$ cat src/rtl/serial_addsub_if.sv
// Operand/result handshake bundle for serial_addsub.
// The issue side drives the operands and out_ready; the unit drives the result, flags and in_ready.
interface serial_addsub_if #(
    parameter int unsigned WIDTH = 32
);
    logic             in_valid;
    logic             in_ready;
    logic [WIDTH-1:0] a;
    logic [WIDTH-1:0] b;
    logic             op_sub;
    logic             op_sign;
    logic             out_valid;
    logic             out_ready;
    logic [WIDTH-1:0] s;
    logic             z;
    logic             v;
    logic             n;

    modport master (
        output in_valid, a, b, op_sub, op_sign, out_ready,
        input  in_ready, out_valid, s, z, v, n
    );

    modport slave (
        input  in_valid, a, b, op_sub, op_sign, out_ready,
        output in_ready, out_valid, s, z, v, n
    );
endinterface

$ cat src/rtl/serial_addsub.sv
// Multi-cycle add/subtract with Z/V/N flags. CHUNK bits are handled per cycle, and a
// registered carry links one chunk to the next.
module serial_addsub #(
    parameter int unsigned WIDTH = 32,
    parameter int unsigned CHUNK = 8
) (
    input logic           clk,
    input logic           reset,
    serial_addsub_if.slave bus
);
    localparam int unsigned NCH = WIDTH / CHUNK;
    localparam int unsigned CW  = (NCH > 1) ? $clog2(NCH) : 1;

    typedef enum logic [1:0] {StIdle, StCalc, StDone} state_e;

    state_e           state_q, state_d;
    logic [CW-1:0]    cnt_q, cnt_d;
    logic             carry_q, carry_d;
    logic [WIDTH-1:0] a_q, a_d, b_q, b_d, s_q, s_d;
    logic             sub_q, sub_d, sign_q, sign_d;
    logic             z_q, z_d, v_q, v_d, n_q, n_d;

    logic [CHUNK-1:0] a_chunk, b_chunk;
    logic [CHUNK:0]   sum;
    logic             last;
    logic             beff_msb;

    // Chunk select and one slice of the adder.
    always_comb begin
        a_chunk = '0;
        b_chunk = '0;
        for (int k = 0; k < NCH; k++) begin
            if (cnt_q == CW'(k)) begin
                a_chunk = a_q[k*CHUNK +: CHUNK];
                b_chunk = b_q[k*CHUNK +: CHUNK];
            end
        end
        sum      = {1'b0, a_chunk} + {1'b0, b_chunk ^ {CHUNK{sub_q}}} + {{CHUNK{1'b0}}, carry_q};
        last     = (cnt_q == CW'(NCH - 1));
        beff_msb = b_q[WIDTH-1] ^ sub_q;
    end

    always_comb begin
        state_d = state_q;
        cnt_d   = cnt_q;
        carry_d = carry_q;
        a_d     = a_q;
        b_d     = b_q;
        sub_d   = sub_q;
        sign_d  = sign_q;
        s_d     = s_q;
        z_d     = z_q;
        v_d     = v_q;
        n_d     = n_q;
        unique case (state_q)
            StIdle: begin
                if (bus.in_valid) begin
                    a_d     = bus.a;
                    b_d     = bus.b;
                    sub_d   = bus.op_sub;
                    sign_d  = bus.op_sign;
                    carry_d = bus.op_sub;
                    cnt_d   = '0;
                    state_d = StCalc;
                end
            end
            StCalc: begin
                for (int k = 0; k < NCH; k++) begin
                    if (cnt_q == CW'(k)) begin
                        s_d[k*CHUNK +: CHUNK] = sum[CHUNK-1:0];
                    end
                end
                carry_d = sum[CHUNK];
                if (last) begin
                    cnt_d   = '0;
                    state_d = StDone;
                    z_d     = (s_d == '0);
                    // The MSB-chunk carry only feeds the flags; it never wraps to chunk 0.
                    if (sign_q) begin
                        v_d = (a_q[WIDTH-1] == beff_msb) && (s_d[WIDTH-1] != a_q[WIDTH-1]);
                        n_d = s_d[WIDTH-1] ^ v_d;
                    end else if (sub_q) begin
                        v_d = ~sum[CHUNK];
                        n_d = ~sum[CHUNK];
                    end else begin
                        v_d = sum[CHUNK];
                        n_d = 1'b0;
                    end
                end else begin
                    cnt_d = cnt_q + CW'(1);
                end
            end
            StDone: begin
                if (bus.out_ready) begin
                    state_d = StIdle;
                end
            end
            default: state_d = StIdle;
        endcase
    end

    always_ff @(posedge clk or negedge reset) begin
        if (!reset) begin
            state_q <= StIdle;
            cnt_q   <= '0;
            carry_q <= 1'b0;
            a_q     <= '0;
            b_q     <= '0;
            sub_q   <= 1'b0;
            sign_q  <= 1'b0;
            s_q     <= '0;
            z_q     <= 1'b0;
            v_q     <= 1'b0;
            n_q     <= 1'b0;
        end else begin
            state_q <= state_d;
            cnt_q   <= cnt_d;
            carry_q <= carry_d;
            a_q     <= a_d;
            b_q     <= b_d;
            sub_q   <= sub_d;
            sign_q  <= sign_d;
            s_q     <= s_d;
            z_q     <= z_d;
            v_q     <= v_d;
            n_q     <= n_d;
        end
    end

    assign bus.in_ready  = (state_q == StIdle);
    assign bus.out_valid = (state_q == StDone);
    assign bus.s         = s_q;
    assign bus.z         = z_q;
    assign bus.v         = v_q;
    assign bus.n         = n_q;
endmodule

$ cat src/flat_wrapper.sv
// flat-port wrapper written by rule: the top's interface ports become plain ports
module serial_addsub_flat 
#(
    parameter int unsigned WIDTH = 32,
    parameter int unsigned CHUNK = 8
)
  (clk, reset, bus_in_valid, bus_a, bus_b, bus_op_sub, bus_op_sign, bus_out_ready, bus_in_ready, bus_out_valid, bus_s, bus_z, bus_v, bus_n);
  serial_addsub_if #(.WIDTH(WIDTH)) bus_i ();
  input logic clk;
  input logic reset;
  input wire logic [$bits(bus_i.in_valid)-1:0] bus_in_valid;
  input wire logic [$bits(bus_i.a)-1:0] bus_a;
  input wire logic [$bits(bus_i.b)-1:0] bus_b;
  input wire logic [$bits(bus_i.op_sub)-1:0] bus_op_sub;
  input wire logic [$bits(bus_i.op_sign)-1:0] bus_op_sign;
  input wire logic [$bits(bus_i.out_ready)-1:0] bus_out_ready;
  output wire logic [$bits(bus_i.in_ready)-1:0] bus_in_ready;
  output wire logic [$bits(bus_i.out_valid)-1:0] bus_out_valid;
  output wire logic [$bits(bus_i.s)-1:0] bus_s;
  output wire logic [$bits(bus_i.z)-1:0] bus_z;
  output wire logic [$bits(bus_i.v)-1:0] bus_v;
  output wire logic [$bits(bus_i.n)-1:0] bus_n;
  assign bus_i.in_valid = bus_in_valid;
  assign bus_i.a = bus_a;
  assign bus_i.b = bus_b;
  assign bus_i.op_sub = bus_op_sub;
  assign bus_i.op_sign = bus_op_sign;
  assign bus_i.out_ready = bus_out_ready;
  assign bus_in_ready = bus_i.in_ready;
  assign bus_out_valid = bus_i.out_valid;
  assign bus_s = bus_i.s;
  assign bus_z = bus_i.z;
  assign bus_v = bus_i.v;
  assign bus_n = bus_i.n;
  serial_addsub #(.WIDTH(WIDTH), .CHUNK(CHUNK)) u_core (.clk(clk), .reset(reset), .bus(bus_i));
endmodule
$ cat config.mk
export PLATFORM = sky130hd
export DESIGN_NAME = serial_addsub_flat
export DESIGN_NICKNAME = d
export VERILOG_FILES = /design/src/rtl/serial_addsub_if.sv /design/src/rtl/serial_addsub.sv /design/src/flat_wrapper.sv
export SDC_FILE = /design/constraint.sdc
export NUM_CORES = 1
export LEC_CHECK = 0
export ABC_AREA = 0
export CAP_MARGIN = 0
export CORE_MARGIN = 4
export CORE_UTILIZATION = 47
export CTS_CLUSTER_DIAMETER = 60
export CTS_CLUSTER_SIZE = 16
export DETAILED_ROUTE_END_ITERATION = 10
export PLACE_DENSITY_LB_ADDON = 0.3
export SLEW_MARGIN = 20
export SYNTH_ARGS = -nofsm -noshare
export SYNTH_HDL_FRONTEND = slang
export SYNTH_SLANG_ARGS = --single-unit
$ cat constraint.sdc
create_clock -name clk -period 4.05 [get_ports clk]
set_input_delay 0.6075 -clock clk [delete_from_list [all_inputs] [get_ports clk]]
set_output_delay 0.6075 -clock clk [all_outputs]
set_load 0.05 [all_outputs]
==> flow_summary.toml <==
[floorplan]
core_area_um2 = 10940
fp.dieW_um = 114.0
io_pins = 107
die_area_um2 = 12990
die_h_um = 114.0
initial_core_util_pct = 48.27
row_count = 38

[logic_synthesis]
netlist.area_leader.share_pct = 50.25
synth_top_family_by_area = "multiplexers"
syn_avg_cell_area_um2 = 10.27
synth_cells = 514
synthAdderAreaFrac_pct = 3.792
async_reset_ff_share_pct = 100.0
synth_compound_area_share_pct = 13.79
synth.distinct_cells = 48
ys_seq_area_share_pct = 50.25
synth_xor_area_share_pct = 2.323
synth-edff-count = 0
synth-simple-area-share_pct = 12.61
synth_top_cell_by_area = "dfrtp_1"
synth-main-ff-cell = "dfrtp_1"
synth_seq_cells = 106
synth.area.top_cells = "dfrtp_1 50%, mux2_2 14%, o21ai_0 5.2%, nand2_1 5.0%, a21oi_1 3.9%"
yosysWarnings = 0
syn_area_um2 = 5279
syn_nets = 598
synthMuxAreaShare_pct = 14.06

[cts]
ctsLongestPathBuffers = 2
htree_num_levels = 3
clkTransAtPathRegs_ps = 80
insertion_delay_ps = 340
cts-root-buf = "clkbuf_16"
cts_sinks = 106
cts_buffers = 9
cts_tree = "yes"

[timing]
fin_crit_sh_pct = 97.49
post-route-min-period_ps = 3948
worst_pin_slew_ps = 702.1
setup_violations = 0
fin_worst_skew_ps = 8.157
maxSlewViolCount = 0
max_slew_margin_pct = 53.19
setup_tns_ps = 0
hold_viol = 0
fmax_mhz = 253.3

[grt]
use_met3_pct = 3.660
grt_max_degree = 57
grt_overflow = 0
grt_busiest_layer = "met2"
grt_pass1_wl_um = 21280
gr-usage-met1_pct = 26.65
grt_pass1_vias = 4331
grt_use_met2_pct = 34.39
antenna_found_initial = 0
grt_usage_pct = 20.32

[critical_path]
path_buf_inv = 2
reg2reg_from = "u_core.cnt_q[1]$_DFFE_PN0P_"
rr_endpoint = "u_core.bus.v$_DFFE_PN0P_"
crit_chain = "inv_2 > ha_4 > nand3b_1 > a21oi_1 > a21oi_1 > o21ai_1 > xor2_1 > fa_2 > inv_2 > fa_2 > nor2b_2 > o311a_1 > o21a_1 > o21a_1 > o21ai_2 > and2_1 > ha_1 > a21oi_2 > nand3_1 > o211ai_1"
timing.critical_path.to_type = "flop"
critical_path_class = "reg -> reg"
critical_path.top_delay_family = "compound AO/OA/AOI/OAI gates"
crit_path_max_fanout = 5
reg2reg_slack_ps = 100
reg2regPathDepth = 20
crit_arrival_ps = 4210
critPathLaunchType = "flop"
cp_slowest_cell = "dfrtp_1"
critPathRequiredTime_ps = 4310
max_stage_delay_ps = 410

[flow_run]
maxCapViolCount = 0

[run_status]
status = "complete, no violations"

[cells_and_area]
area_growth_pct = 32.07
antennaDiodeCount = 0
fin_nets = 710
drive_above_1_share_pct = 20.44
fin_area_um2 = 6972

[route]
drtIter0Drc = 229
detail-route-antenna-nets = 0
wl_um = 13160
num_vias = 4290
wire_per_inst_um = 17.07
drt_first_pass_iters = 5
remaining_drc_errors = 0
via_per_inst = 5.564

[place]
port_buffers = 106
hpwl_um = 9708
placed_area_um2 = 6526
gp_congestion = 0.8790

[hold_path]
min_path_type = "in -> async"
[worst register-to-register path, cell delays in order, from the launching register on]
cell and delay (ps):
dfrtp_1 410, inv_2 80, ha_4 190, nand3b_1 190, a21oi_1 180, a21oi_1 60
o21ai_1 190, xor2_1 110, fa_2 350, inv_2 70, fa_2 210, nor2b_2 50
o311a_1 370, o21a_1 200, o21a_1 200, o21ai_2 170, and2_1 150, ha_1 230
a21oi_2 180, nand3_1 90, o211ai_1 190
[cells in the final DEF, fill, tap and decap left out, drive strengths merged, types with 11 or more instances in the layout]
| cell type | synthesis | routed |
|---|---|---|
| a21oi | 41 | 41 |
| buf | 12 | 26 |
| clkbuf | 19 | 11 |
| clkdlybuf4s50 | 0 | 105 |
| dfrtp | 106 | 106 |
| ha | 12 | 12 |
| inv | 12 | 14 |
| mux2 | 65 | 65 |
| nand2 | 71 | 71 |
| nor2 | 26 | 26 |
| o21ai | 55 | 55 |
| xor2 | 12 | 12 |
[logic make-up after synthesis]
logic type / Yosys count
AOI/OAI and AO/OA: 128
buffers and inverters: 43
DFF: 106
and+or+nand+nor: 142
muxes: 66
adders and majority gates: 15
xor gates and xnor gates: 14
[cell type report]
type | instances | area (um^2)
inverters | 12 | 45.04
repair buffers | 132 | 1295
multi-input cells | 365 | 2514
well taps | 140 | 175.2
clock buffers | 10 | 239.0
flip-flops and latches | 106 | 2654
clock inverters | 6 | 50.05
fillers | 889 | 3964
[worst max path at each step]
stage / from / to / cells past startpoint
detailed placement: u_core.cnt_q[1]$_DFFE_PN0P_ / u_core.bus.v$_DFFE_PN0P_ / 21
finish: u_core.cnt_q[1]$_DFFE_PN0P_ / u_core.bus.v$_DFFE_PN0P_ / 20
global route: u_core.cnt_q[1]$_DFFE_PN0P_ / u_core.bus.v$_DFFE_PN0P_ / 20
global placement: u_core.cnt_q[1]$_DFFE_PN0P_ / u_core.bus.v$_DFFE_PN0P_ / 21
CTS: u_core.cnt_q[1]$_DFFE_PN0P_ / u_core.bus.v$_DFFE_PN0P_ / 20
floorplan: u_core.cnt_q[0]$_DFFE_PN0P_ / u_core.bus.v$_DFFE_PN0P_ / 20
[sequential cells by signal, indices dropped and copies added (netlist names)]
| name | cells |
|---|---|
| u_core.bus.v | 1 |
| u_core.a_q | 32 |
| u_core.bus.z | 1 |
| u_core.cnt_q | 2 |
| u_core.state_q | 2 |
| u_core.carry_q | 1 |
| u_core.sub_q | 1 |
| u_core.bus.n | 1 |
| u_core.b_q | 32 |
| u_core.sign_q | 1 |
| u_core.bus.s | 32 |
[timing repair]
item | 4_1_cts | 5_1_grt
buffers inserted | 0 | 8
setup endpoints to repair | 1 | 2
resized for setup | 3 | 26
cloned | 0 | 1
hold buffers | 0 | 0
pin swaps | 0 | 21
hold endpoints to repair | 0 | 0
[cell usage after synthesis, drive strengths merged (2+ instances only)]
cell type	instances
dfrtp	106
nand2	71
mux2	65
o21ai	55
a21oi	41
nor2	26
clkbuf	19
buf	12
ha	12
inv	12
xor2	12
nand3b	9
nor3	9
nor4	5
nand2b	4
o21a	4
a211oi	3
a21o	3
and2	3
nand3	3
nor2b	3
o21bai	3
o31ai	3
or2	3
a22oi	2
a31oi	2
fa	2
nor3b	2
nor4b	2
o211ai	2
o22ai	2
or4	2
xnor2	2
[routing by layer]
| metal | routed length, um | vias up |
|---|---|---|
| li1 | - | 2028 |
| met1 | 5513 | 2107 |
| met2 | 6610 | 134 |
| met3 | 774 | 21 |
| met4 | 265 | 0 |
| met5 | 0 | - |
[through the flow]
stage | util, % | cells | worst slack, ps | hold WS, ps
3_5_place_dp | 59.68 | 747 | -69.34 | 495.4
5_1_grt | 63.75 | 771 | -90.05 | 379.0
6_report | 63.75 | 771 | 101.5 | 315.9
4_1_cts | 62.43 | 763 | 5.007 | 336.8
2_1_floorplan | - | 514 | 29.99 | 311.9
3_3_place_gp | 59.68 | 747 | 134.2 | 483.8
Power is left out: the tool's default activity adds up to more than one toggle a clock period on the data nets, which glitch-free logic cannot reach.
